## src/rtl/dpram_pkg.sv

```systemverilog
// rtl/dpram_pkg.sv - shared constants, access decode type and address-width helper for dpram
package dpram_pkg;

    localparam int DEFAULT_DATA_WIDTH = 8;
    localparam int DEFAULT_RAM_DEPTH  = 16;

    typedef enum logic [1:0] {
        ACC_IDLE  = 2'd0,
        ACC_WRITE = 2'd1,
        ACC_READ  = 2'd2
    } access_e;

    // Same result as $clog2 for any positive depth.
    function automatic int addr_width(input int depth);
        int r;
        r = 0;
        for (int i = 0; i < 31; i++) begin
            if ((1 << i) < depth) begin
                r = i + 1;
            end
        end
        return r;
    endfunction

endpackage

```

## src/rtl/dpram_mem_array.sv

```systemverilog
// rtl/dpram_mem_array.sv - word storage with synchronous write and asynchronous clear
module dpram_mem_array
    import dpram_pkg::*;
#(
    parameter int WORD_W = DEFAULT_DATA_WIDTH,
    parameter int DEPTH  = DEFAULT_RAM_DEPTH
) (
    input  logic                         clk,
    input  logic                         rst_n,
    input  logic                         we,
    input  logic [addr_width(DEPTH)-1:0] addr,
    input  logic [WORD_W-1:0]            wdata,
    output logic [WORD_W-1:0]            rdata
);

    logic [WORD_W-1:0] mem_q [DEPTH];
    logic [WORD_W-1:0] mem_d [DEPTH];

    always_comb begin
        mem_d = mem_q;
        if (we) begin
            mem_d[addr] = wdata;
        end
    end

    // Reset wipes every word so no partial write survives an aborted access.
    always_ff @(posedge clk or negedge rst_n) begin
        if (!rst_n) begin
            mem_q <= '{default: '0};
        end else begin
            mem_q <= mem_d;
        end
    end

    assign rdata = mem_q[addr];

endmodule

```

## src/rtl/dpram.sv

```systemverilog
// rtl/dpram.sv - single-port-address RAM with registered read; optional parity via DPRAM_PARITY_EN
module dpram
    import dpram_pkg::*;
#(
    parameter int Data_Width = DEFAULT_DATA_WIDTH,
    parameter int RAM_Depth  = DEFAULT_RAM_DEPTH
) (
    input  logic                             clk,
    input  logic                             rst_n,
    input  logic                             cs,
    input  logic                             oe,
    input  logic                             wr_en,
    input  logic [addr_width(RAM_Depth)-1:0] addr,
    input  logic [Data_Width-1:0]            data_in,
    output logic [Data_Width-1:0]            data_out
`ifdef DPRAM_PARITY_EN
    ,
    output logic                             parity_err
`endif
);

`ifdef DPRAM_PARITY_EN
    localparam int WORD_W = Data_Width + 1;
`else
    localparam int WORD_W = Data_Width;
`endif

    access_e               acc;
    logic [WORD_W-1:0]     wr_word;
    logic [WORD_W-1:0]     rd_word;
    logic [Data_Width-1:0] data_out_q;
    logic [Data_Width-1:0] data_out_d;

    // Write wins over read when both are requested.
    always_comb begin
        acc = ACC_IDLE;
        if (cs) begin
            if (wr_en) begin
                acc = ACC_WRITE;
            end else if (oe) begin
                acc = ACC_READ;
            end
        end
    end

`ifdef DPRAM_PARITY_EN
    assign wr_word = {^data_in, data_in};
`else
    assign wr_word = data_in;
`endif

    dpram_mem_array #(
        .WORD_W (WORD_W),
        .DEPTH  (RAM_Depth)
    ) u_mem (
        .clk   (clk),
        .rst_n (rst_n),
        .we    (acc == ACC_WRITE),
        .addr  (addr),
        .wdata (wr_word),
        .rdata (rd_word)
    );

    always_comb begin
        data_out_d = data_out_q;
        if (acc == ACC_READ) begin
            data_out_d = rd_word[Data_Width-1:0];
        end
    end

    always_ff @(posedge clk or negedge rst_n) begin
        if (!rst_n) begin
            data_out_q <= '0;
        end else begin
            data_out_q <= data_out_d;
        end
    end

    assign data_out = data_out_q;

`ifdef DPRAM_PARITY_EN
    logic stored_par;
    logic parity_err_q;
    logic parity_err_d;

    assign stored_par = rd_word[Data_Width];

    always_comb begin
        parity_err_d = parity_err_q;
        if (acc == ACC_READ) begin
            parity_err_d = stored_par ^ (^rd_word[Data_Width-1:0]);
        end
    end

    always_ff @(posedge clk or negedge rst_n) begin
        if (!rst_n) begin
            parity_err_q <= 1'b0;
        end else begin
            parity_err_q <= parity_err_d;
        end
    end

    assign parity_err = parity_err_q;
`endif

endmodule

```

## config.mk

```make
export PLATFORM = sky130hd
export DESIGN_NAME = dpram
export DESIGN_NICKNAME = d
export VERILOG_FILES = /design/src/rtl/dpram_pkg.sv /design/src/rtl/dpram_mem_array.sv /design/src/rtl/dpram.sv
export SDC_FILE = /design/constraint.sdc
export NUM_CORES = 1
export LEC_CHECK = 0
export CORE_MARGIN = 1
export CORE_UTILIZATION = 60
export CTS_CLUSTER_DIAMETER = 40
export DETAILED_ROUTE_END_ITERATION = 10
export MAX_ROUTING_LAYER = met4
export PLACE_DENSITY = 0.79
export SKIP_CTS_REPAIR_TIMING = 1
export SYNTH_ARGS = -nofsm -noshare
export SYNTH_HDL_FRONTEND = slang
export SYNTH_SLANG_ARGS = --single-unit
export TNS_END_PERCENT = 20
```

## constraint.sdc

```tcl
create_clock -name clk -period 1.65 [get_ports clk]
set_input_delay 0.165 -clock clk [delete_from_list [all_inputs] [get_ports clk]]
set_output_delay 0.165 -clock clk [all_outputs]
set_load 0.01 [all_outputs]
```

# Word level (Yosys, flattened, before mapping)
# Cells that the tools add are included.
# W data, S select, Z words.
[totals] inputBits=17 mem_count=0 ramBits=0 elab_cells=32 out_inout_bits=8 mem_bits_ro=0 latchBits=0 ff_bits=136
[classes] n_eq_ne=2 multipliers=0 n_shift=0 div=0 n_mux=9 magnitude_cmp=2 bitwise=1 reduce_logical=1 n_addsub=0
[op_table] op="$bwmux W128" count=1
[op_table] op="$bmux W8 S4" count=1
[op_table] op="$demux W8 S4" count=1
[op_table] op="$mux W8" count=3
[op_table] op="$mux W2" count=3
[op_table] op="$ge A5 B5 Y1 const B" count=1
[op_table] op="$lt A5 B1 Y1 const B" count=1
[op_table] op="$not A4 Y5" count=1
[op_table] op="$eq A2 B1 Y1 const B" count=1
[op_table] op="$eq A2 B2 Y1 const B" count=1
[op_table] op="$logic_and A1 B1 Y1" count=1

# Logic depth before layout (Yosys ltp)
# Gate-level depths: netlist of the first run.
[logic_depth] ltp_word=6 depth_mapped=6

# Modules after synthesis
# Synthesis of the first run repeated with hierarchy kept, for this count alone.
[unflattened] cells_unflattened=386 area_unflattened_um2=6301.0
[modules_own_cells] module="dpram_mem_array" area_per_inst_um2=5983.2 cells_per_inst=368 n_inst=1
[modules_own_cells] module="dpram" area_per_inst_um2=317.8 cells_per_inst=18 n_inst=1

# Least setup slack after synthesis of the first run
# No wires, ideal clock.
[synth_timing] path_type="input to register" startpoint="input port addr[0]" endpoint="register u_mem.mem_q[24] (netlist bit)" path_stages=5 slack_ns=0.239 n_path_buf=2 t_arrival_ns=1.286 path_cell_list="buf_4 and4bb_2 nor2b_1 buf_2 mux2_2"
[synth_via] elab_chain_len=6
[synth_lines] element="start: declaration" line="dpram.sv:13" rtl="input logic [addr_width(RAM_Depth)-1:0] addr,"
[synth_lines] element="$not A4 Y5 (not written as such) (*)" line="dpram_mem_array.sv:22" rtl="mem_d[addr] = wdata;"
[synth_lines] element="$ge A5 B5 Y1 (not written as such) or $lt A5 B1 Y1 (tied branches)" line="dpram_mem_array.sv:22"
[synth_lines] element="$logic_and A1 B1 Y1 (not written as such)" line="dpram_mem_array.sv:22"
[synth_lines] element="$mux W8 (not written as such)" line="dpram_mem_array.sv:22"
[synth_lines] element="$demux W8 S4 (*)" line="dpram_mem_array.sv:22"
[synth_lines] element="$bwmux W128 (*)" line="dpram_mem_array.sv:22"
[synth_lines] element="end signal: assignment" line="dpram_mem_array.sv:31" rtl="mem_q <= mem_d;"
[synth_lines] element="end: declaration" line="dpram_mem_array.sv:16" rtl="logic [WORD_W-1:0] mem_q [DEPTH];"
# Mark *: on every way between the ends. The rest lies on a longest branch, timed or not.
# A chain may end at the register's enable or synchronous reset.

# Worst setup path after layout of the first run
[layout_timing] startpoint="register data_out_q[3] (netlist: data_out[3])" endpoint="output port data_out[3]"
[layout_lines] element="start: declaration" line="dpram.sv:31" rtl="logic [Data_Width-1:0] data_out_q;"
[layout_lines] element="start signal: assignment" line="dpram.sv:75" rtl="data_out_q <= data_out_d;"
[layout_lines] element="end: declaration" line="dpram.sv:15" rtl="output logic [Data_Width-1:0] data_out"
# No word-level cell between the ends.

==> results of run 1 <==
==> kinds of logic (layout without fill, tap and decap cells) <==
kind of cell | after synthesis | in the layout | synth area share, %
DFF | 136 | 136 | 55.3
buffers and inverters | 25 | 101 | 2.11
muxes | 168 | 168 | 34.8
and+or+nand+nor | 46 | 46 | 4.57
AOI/OAI and AO/OA | 24 | 24 | 3.25
==> flip-flops by register name, summed over array words and instances, names as in the netlist <==
register     cells
data_out         8
u_mem.mem_q    128
==> synthesized netlist by cell type, drive strengths merged <==
cell type	number
a22oi	8
a31oi	8
and2	1
and3b	1
and4bb	1
buf	14
clkbuf	11
dfrtp	136
mux2	128
mux2i	16
mux4	24
nand2	10
nand2b	4
nand3b	3
nand4	1
nand4b	2
nor2	19
nor2b	2
nor3	1
o221a	8
or3b	1
==> report_power, final <==
part	internal (mW)	leakage (nW)	total, mW	switching, mW
logic	0.896	1.40	1.50	0.604
clock network	2.34	0.291	3.69	1.35
registers	3.99	1.73	4.33	0.345
total	7.22	3.42	9.52	2.30
==> final timing paths <==
kind | from | end | slack, ps
setup reg to reg | u_mem.mem_q[1]$_DFFE_PN0P_ | data_out[1]$_DFFE_PN0N_ | 110
hold / removal | rst_n | u_mem.mem_q[108]$_DFFE_PN0P_ | 190
min in group clk | addr[0] | u_mem.mem_q[98]$_DFFE_PN0P_ | 480
max in group asynchronous | rst_n | u_mem.mem_q[1]$_DFFE_PN0P_ | 1090
hold reg to reg | u_mem.mem_q[37]$_DFFE_PN0P_ | u_mem.mem_q[37]$_DFFE_PN0P_ | 490
setup / recovery | data_out[3]$_DFFE_PN0N_ | data_out[3] | 80
==> per-layer routing <==
| metal | GRT usage (%) | up-vias | wire length (um) |
|---|---|---|---|
| li1 | - | 1619 | - |
| met5 | - | - | 0 |
| met1 | 37.5 | 1983 | 6000 |
| met2 | 48.0 | 93 | 7110 |
| met4 | 12.9 | 0 | 344 |
| met3 | 8.27 | 23 | 568 |
==> cell type report <==
type	count	area [um2]	share of cell area (%)
clock buffer	24	490	6.48
multi-input combinational	238	2620	34.7
clock inverter	8	92.6	1.22
sequential	136	3400	45.0
timing repair buffer	69	788	10.4
tap	133	166	2.20
==> through the flow <==
stage / TNS (ps) / power [mW] / util (%)
after floorplan: 0 / 5.26 / -
after global placement: -19880 / 5.74 / 70.5
after detailed placement: -22910 / 5.86 / 70.5
after CTS: 0 / 9.58 / 76.4
after global routing: 0 / 9.91 / 76.7
final: 0 / 9.52 / 76.7
==> impl_metrics.tcl, run 1 <==
set metrics [dict create \
    synth.area.top_cells "dfrtp_1 55%, mux2_2 23%, mux4_2 8.8%" \
    path_cells "clkdlybuf4s50_1" \
    layout_worst_path_cycle_share_pct 95.2 \
    area_growth_syn_to_layout_pct 22.9 \
    clk_path_buf_depth 2 \
    final_common_cell "dfrtp_1" \
    clkTransAtPathRegs_ps 60 \
    cp_top_family "buffers and inverters" \
    wl_per_cell_um 23.1 \
    clk_latency_ps 530 \
    rr_worst_depth 3 \
    core.rowCount 36 \
    cts_root_buf "clkbuf_8" \
    htreeDepth 4 \
    layout_common_cells "136 x dfrtp_1, 126 x mux2_2, 29 x buf_4" \
    tritoncts "yes" \
    synth_top_area_share_pct 55.3 \
    start_util_pct 62.4 \
    stdcell_count 608 \
    leakage_nw 3.42 \
    hold_viol 0 \
    crit_required_ps 1480 \
    drv_slew 0 \
    drc 0 \
    dp_worst_setup_slack_ps -283 \
    syn_area_per_cell_um2 15.4 \
    critPathSlowestCell "clkdlybuf4s50_1" \
    die_w_um 103 \
    synth_top_cell_by_area "dfrtp_1" \
    routed_wl_um 14000 \
    grt_antenna_before_repair 0 \
    syn_area_um2 6160 \
    powerDensity_nw_per_um2 1260 \
    worstMarginPinSlew_ps 607 \
    slew_headroom_pct 59.4 \
    critPathMaxFanout 2 \
    fillers 541 \
    synth_nets 416 \
    layout-drive-gt1-share_pct 52.2 \
    die_y_um 103 \
    crit_path_max_incr_delay_ps 540 \
    syn_inst 399 \
    clock-sinks 136 \
    overflow 0 \
    firstDrtPassIters 5 \
    detail-route-antenna-nets 0 \
    fmax_mhz 636 \
    endpoint_kind "primary output" \
    core_area_um2 9860 \
    cp-start-kind "flop" \
    dieArea_um2 10700 \
    yosysSeqAreaShare_pct 55.3 \
    path_depth 1 \
    grt_start_max_net_pins 76 \
    setup_violations 0 \
    status "finished, final reports clean" \
    ir_drop_v 0.000848 \
    drv_cap 0 \
    holdCritPathClass "in2async" \
    track_usage_pct 30.5 \
    antennaDiodeCount 0 \
    portBuffers 24 \
    dp_cells 575 \
    period_needed_ps 1570 \
    placed_cell_area_um2 6960 \
    design_area_um2 7560 \
    grt_pass1_wl_um 21800 \
    via_per_inst 6.12 \
    io_pins 25 \
    clock_skew_ps 8.67 \
    numCtsBuffers 17 \
    dp_hpwl_um 8910 \
    drt_iter0_drc 152 \
    nets 479 \
    gp_congestion 0.879 \
    crit_buf_inv 1 \
    vias 3718 \
    fin_ws_ps 78.5 \
    ys_types 27 \
    ys_seq_elements 136 \
    rsz0062_at_grt "no" \
    cp.arrival_ps 1410 \
    ys_warn_count 0 \
    critPathKind "reg2out" \
    hold_slack_ps 194 \
    grt_pass1_vias 4006 \
]
Power figures use the tool's default switching activity.
==> run 2, diff against run 1 <==
CORE_MARGIN = 2   (was 1)
CTS_CLUSTER_DIAMETER = default   (was 40)
GPL_TIMING_DRIVEN = 0   (was default)
==> run 2 against run 1 <==
Against the previous run: the run now ends with setup timing left; register-to-register slack improved by 20 ps; core utilization fell by 3.0 points; power rose by 4.3%; via count about the same; flip-flop and latch count unchanged; global-route usage fell by 1.3 points; critical path depth rose by 5; clock power up 12%; clock-buffer cell count decreased by 1; final cell count decreased by 3.1%; first-iteration DRC count rose by 67%; cell area fell by 4.0%; critical path type is now in2reg; largest cell class unchanged.
==> impl_metrics.tcl, run 2 (synthesis gave the netlist of run 1 again) <==
set metrics [dict create \
    r2r_setup_slack_ps 130 \
    crit_path_max_incr_delay_ps 620 \
    p_sw_mw 2.29 \
    drv_slew 0 \
    path_depth 6 \
    regMostFlops "u_mem.mem_q" \
    multi_input_area_um2 2640 \
    numCtsBuffers 17 \
    critPathSlowestCell "clkdlybuf4s50_1" \
    reg2reg_to "data_out[3]$_DFFE_PN0N_" \
    htreeDepth 4 \
    combPwrFrac_pct 14.8 \
    hold_viol 0 \
    area_growth_syn_to_layout_pct 18.0 \
    firstDrtPassIters 6 \
    io_pins 25 \
    rr_worst_depth 3 \
    start_util_pct 62.4 \
    critPathKind "in2reg" \
    gp_congestion 0.911 \
    cts_root_buf "clkbuf_8" \
    portBuffers 23 \
    grt_pass1_wl_um 22700 \
    setup_tns_ps -260 \
    crit_buf_inv 3 \
    powerDensity_nw_per_um2 1370 \
    grt_start_max_net_pins 91 \
    cp-start-kind "input pin" \
    core.rowCount 36 \
    p_clk_share_pct 41.7 \
    grt_pass1_vias 3990 \
    routed_wl_um 14500 \
    antennaDiodeCount 0 \
    rsz0062_at_grt "yes" \
    die_y_um 105 \
    final_common_cell "dfrtp_1" \
    grt_antenna_before_repair 0 \
    holdCritPathClass "in2async" \
    fillers 612 \
    track_usage_pct 29.2 \
    drv_cap 0 \
    detail-route-antenna-nets 0 \
    nets 460 \
    drt_iter0_drc 254 \
    worstMarginPinSlew_ps 714 \
    clkTransAtPathRegs_ps 60 \
    crit_path_start "addr[2]" \
    period_needed_ps 1680 \
    crit_required_ps 2040 \
    pwr-share-seq_pct 43.5 \
    fin_ws_ps -33.2 \
    violations "setup timing" \
    hold_slack_ps 140 \
    endpoint_kind "flop" \
    dp_hpwl_um 9210 \
    cp_top_family "buffers and inverters" \
    slew_headroom_pct 52.3 \
    die_w_um 105 \
    clock_skew_ps 7.27 \
    layout_common_cells "136 x dfrtp_1, 126 x mux2_2, 24 x mux4_2" \
    clk_path_buf_depth 2 \
    drc 0 \
    cp-endpoint "data_out[3]$_DFFE_PN0N_" \
    core_area_um2 9860 \
    layout-drive-gt1-share_pct 48.0 \
    p_sw_share_pct 23.0 \
    tritoncts "yes" \
    layout_worst_path_cycle_share_pct 102 \
    dieArea_um2 11100 \
    clock-sinks 136 \
    status "complete, but fails checks" \
    overflow 0 \
    largest_register_ffs 128 \
    path_cells "clkdlybuf4s50_1 > buf_6 > clkbuf_4 > mux4_2 > a22oi_1 > a31oi_1" \
    seq_area_um2 3400 \
    regToRegStartpoint "u_mem.mem_q[3]$_DFFE_PN0P_" \
    leakage_nw 3.20 \
    critPathMaxFanout 10 \
    via_per_inst 6.32 \
    cp.arrival_ps 2070 \
    cellInternalPower_mw 7.65 \
    fmax_mhz 594 \
    setup_violations 17 \
    wl_per_cell_um 24.7 \
    ir_drop_v 0.000632 \
    vias 3721 \
    clk_latency_ps 530 \
]
[run 2: cell types whose count changed in the layout (fill, tap and decap cells not counted), sizes merged]
cell           previous run  this run
bufinv                    2         6
dlymetal6s2s              6         0
buf                      46        14
clkdlybuf4s50            16        22
clkbuf                   24        36
clkinv                    5         3
clkinvlp                  1         0
[run 2: worst register-to-register path, cell delays in order (launching register included)]
cell,delay [ps]
dfrtp_1,370
mux4_2,510
a22oi_1,360
a31oi_1,130
[run 2: worst min-delay path by stage]
stage,start,end,slack [ps]
CTS,rst_n,u_mem.mem_q[78]$_DFFE_PN0P_,-420
finish,rst_n,u_mem.mem_q[78]$_DFFE_PN0P_,140
floorplan,rst_n,data_out[0]$_DFFE_PN0N_,-130
global route,rst_n,u_mem.mem_q[99]$_DFFE_PN0P_,170
global placement,u_mem.mem_q[36]$_DFFE_PN0P_,u_mem.mem_q[36]$_DFFE_PN0P_,460
detailed placement,rst_n,u_mem.mem_q[78]$_DFFE_PN0P_,130
[run 2: layout make-up]
cell class / count / area share, %
Clock buffer: 23 / 6.15
Buffer: 25 / 1.93
Multi-Input combinational cell: 238 / 36.4
Sequential cell: 136 / 46.8
Clock inverter: 9 / 2.69
Timing Repair Buffer: 25 / 3.70
Tap cell: 133 / 2.29
[run 2: routing by layer]
metal / vias to the layer above / track usage, % / wire length, um
met5: - / - / 0
met4: 0 / 7.90 / 244
met3: 23 / 5.88 / 803
met2: 137 / 47.2 / 7340
met1: 1977 / 38.1 / 6140
li1: 1584 / - / -
[run 2: power groups by stage]
stage	sequential (mW)	clock, mW	combinational (mW)
4_1_cts	4.31	4.16	1.46
6_report	4.32	4.15	1.47
3_3_place_gp	4.31	0	1.37
2_1_floorplan	4.26	0	0.997
3_5_place_dp	4.35	0	1.44
5_1_grt	4.39	4.32	1.58
[run 2: stage by stage]
step	area (um2)	utilization, %	power [mW]	instances	worst slack, ps
6_report	7260	73.6	9.93	589	-33.2
5_1_grt	7260	73.6	10.3	589	-45.2
4_1_cts	7220	73.2	9.93	588	-161
3_5_place_dp	6580	66.7	5.79	556	-695
3_3_place_gp	6550	66.4	5.68	555	-4710
2_1_floorplan	6160	-	5.26	399	239
==> run 3, diff against run 2 <==
SKIP_CTS_REPAIR_TIMING = default   (was 1)
==> run 3 against run 2 <==
Against the previous run: the flow still finishes with violations (setup timing); flip-flop and latch count did not move; hold slack better by 2.8 ps; setup slack got worse by 1.0 ps; cell area is the same; critical endpoint is now u_mem.mem_q[23]$_DFFE_PN0P_; largest power group unchanged; highest routed layer unchanged.
==> impl_metrics.tcl, run 3 (synthesis gave the netlist of run 1 again) <==
set metrics [dict create \
    clk_path_buf_depth 2 \
    hold_slack_ps 142 \
    endpoint_kind "flop" \
    placed_cell_area_um2 6580 \
    worstMarginPinSlew_ps 664 \
    wl_per_cell_um 24.6 \
    start_util_pct 62.4 \
    combPwrFrac_pct 14.7 \
    cp.arrival_ps 2090 \
    holdCritPathClass "in2async" \
    core.rowCount 36 \
    drv_cap 0 \
    largest_register_ffs 128 \
    via_per_inst 6.21 \
    setup_violations 16 \
    portBuffers 23 \
    area_growth_syn_to_layout_pct 18.0 \
    nets 460 \
    drc 0 \
    cp-start-kind "input pin" \
    cts_root_buf "clkbuf_8" \
    io_pins 25 \
    period_needed_ps 1680 \
    use_met2_pct 47.3 \
    layout-drive-gt1-share_pct 48.0 \
    layout_worst_path_cycle_share_pct 102 \
    fin_ws_ps -34.2 \
    grt_pass1_vias 3984 \
    slew_headroom_pct 55.7 \
    grt_start_max_net_pins 91 \
    htreeDepth 4 \
    detail-route-antenna-nets 0 \
    p_sw_mw 2.29 \
    die_y_um 105 \
    clock-sinks 136 \
    final_common_cell "dfrtp_1" \
    stdcell_count 589 \
    dp_hpwl_um 9210 \
    leakage_nw 3.20 \
    powerDensity_nw_per_um2 1370 \
    drt_iter0_drc 272 \
    grt_antenna_before_repair 0 \
    hold_viol 0 \
    numCtsBuffers 17 \
    clkTransAtPathRegs_ps 60 \
    setup_tns_ps -339 \
    drv_slew 0 \
    dp_cells 556 \
    busiest_layer "met2" \
    core_area_um2 9860 \
    dieArea_um2 11100 \
    tritoncts "yes" \
    regMostFlops "u_mem.mem_q" \
    track_usage_pct 29.2 \
    layout_common_cells "136 x dfrtp_1, 126 x mux2_2, 24 x mux4_2" \
    overflow 0 \
    status "complete, but fails checks" \
    fmax_mhz 594 \
    rsz0062_at_grt "yes" \
    critPathKind "in2reg" \
    fillers 612 \
    routed_wl_um 14500 \
    dp_worst_setup_slack_ps -695 \
    pwr-share-seq_pct 43.5 \
    grt_util_met1_pct 38.1 \
    design_area_um2 7260 \
    cellInternalPower_mw 7.65 \
    clock_skew_ps 5.80 \
    vias 3655 \
    antennaDiodeCount 0 \
    gp_congestion 0.911 \
    use_met3_pct 5.88 \
    die_w_um 105 \
    grt_pass1_wl_um 22700 \
    clk_latency_ps 530 \
    firstDrtPassIters 4 \
    violations "setup timing" \
    critPathMaxFanout 9 \
    p_sw_share_pct 23.0 \
    ir_drop_v 0.000628 \
    p_clk_share_pct 41.8 \
    crit_required_ps 2060 \
]
run 3: cell count changes in the layout (fill, tap and decap cells not counted):
cell      delta
buf_4        +2
clkbuf_4     -2
run 3: what timing repair did:
item | in CTS | in global routing
pin swaps | 0 | 0
gates resized for setup | 4 | 5
hold buffers | 1 | 0
endpoints found under the setup margin | 10 | 36
buffers inserted | 0 | 0
endpoints found under the hold margin | 46 | 0
run 3: through the flow:
step                      util [%]  power (mW)
after floorplan                  -        5.26
after global placement        66.4        5.68
after detailed placement      66.7        5.79
after CTS                     73.5        9.94
after global routing          73.6        10.3
final                         73.6        9.93
run 3: routing by layer:
metal	up-vias	wire length [um]	share of wire, %
met5	-	0	0
met4	0	228	1.6
met3	16	872	6.0
met2	111	7390	51
met1	1949	6020	41
li1	1579	-	-
run 3: final timing paths:
check / start / endpoint / slack (ps) / depth (start not counted)
setup / recovery: addr[1] / u_mem.mem_q[23]$_DFFE_PN0P_ / -30 / 4
hold / removal: rst_n / u_mem.mem_q[78]$_DFFE_PN0P_ / 140 / 2
setup reg to reg: u_mem.mem_q[43]$_DFFE_PN0P_ / data_out[3]$_DFFE_PN0N_ / 170 / 3
hold reg to reg: u_mem.mem_q[36]$_DFFE_PN0P_ / u_mem.mem_q[36]$_DFFE_PN0P_ / 490 / 1
max in group asynchronous: rst_n / u_mem.mem_q[2]$_DFFE_PN0P_ / 730 / 3
min in group clk: addr[0] / u_mem.mem_q[101]$_DFFE_PN0P_ / 370 / 4
run 3: layout make-up:
type                       instances  area [um2]  area share (%)
clock buffer                      23         447            6.15
tap                              133         166            2.29
multi-input combinational        238        2640            36.4
clock inverter                     9         195            2.69
sequential                       136        3400            46.8
buffer                            25         140            1.93
timing repair buffer              25         269            3.70
run 3: power by group through the flow:
stage                     Combinational (mW)  Clock (mW)  Sequential (mW)
after floorplan                        0.997           0             4.26
after global placement                  1.37           0             4.31
after detailed placement                1.44           0             4.35
after CTS                               1.47        4.16             4.31
after global routing                    1.58        4.32             4.39
final                                   1.46        4.15             4.32
run 3: critical path, cell delays in order:
cell	delay, ps
clkdlybuf4s50_1	580
nand4b_1	410
nor2_2	530
mux2_2	410
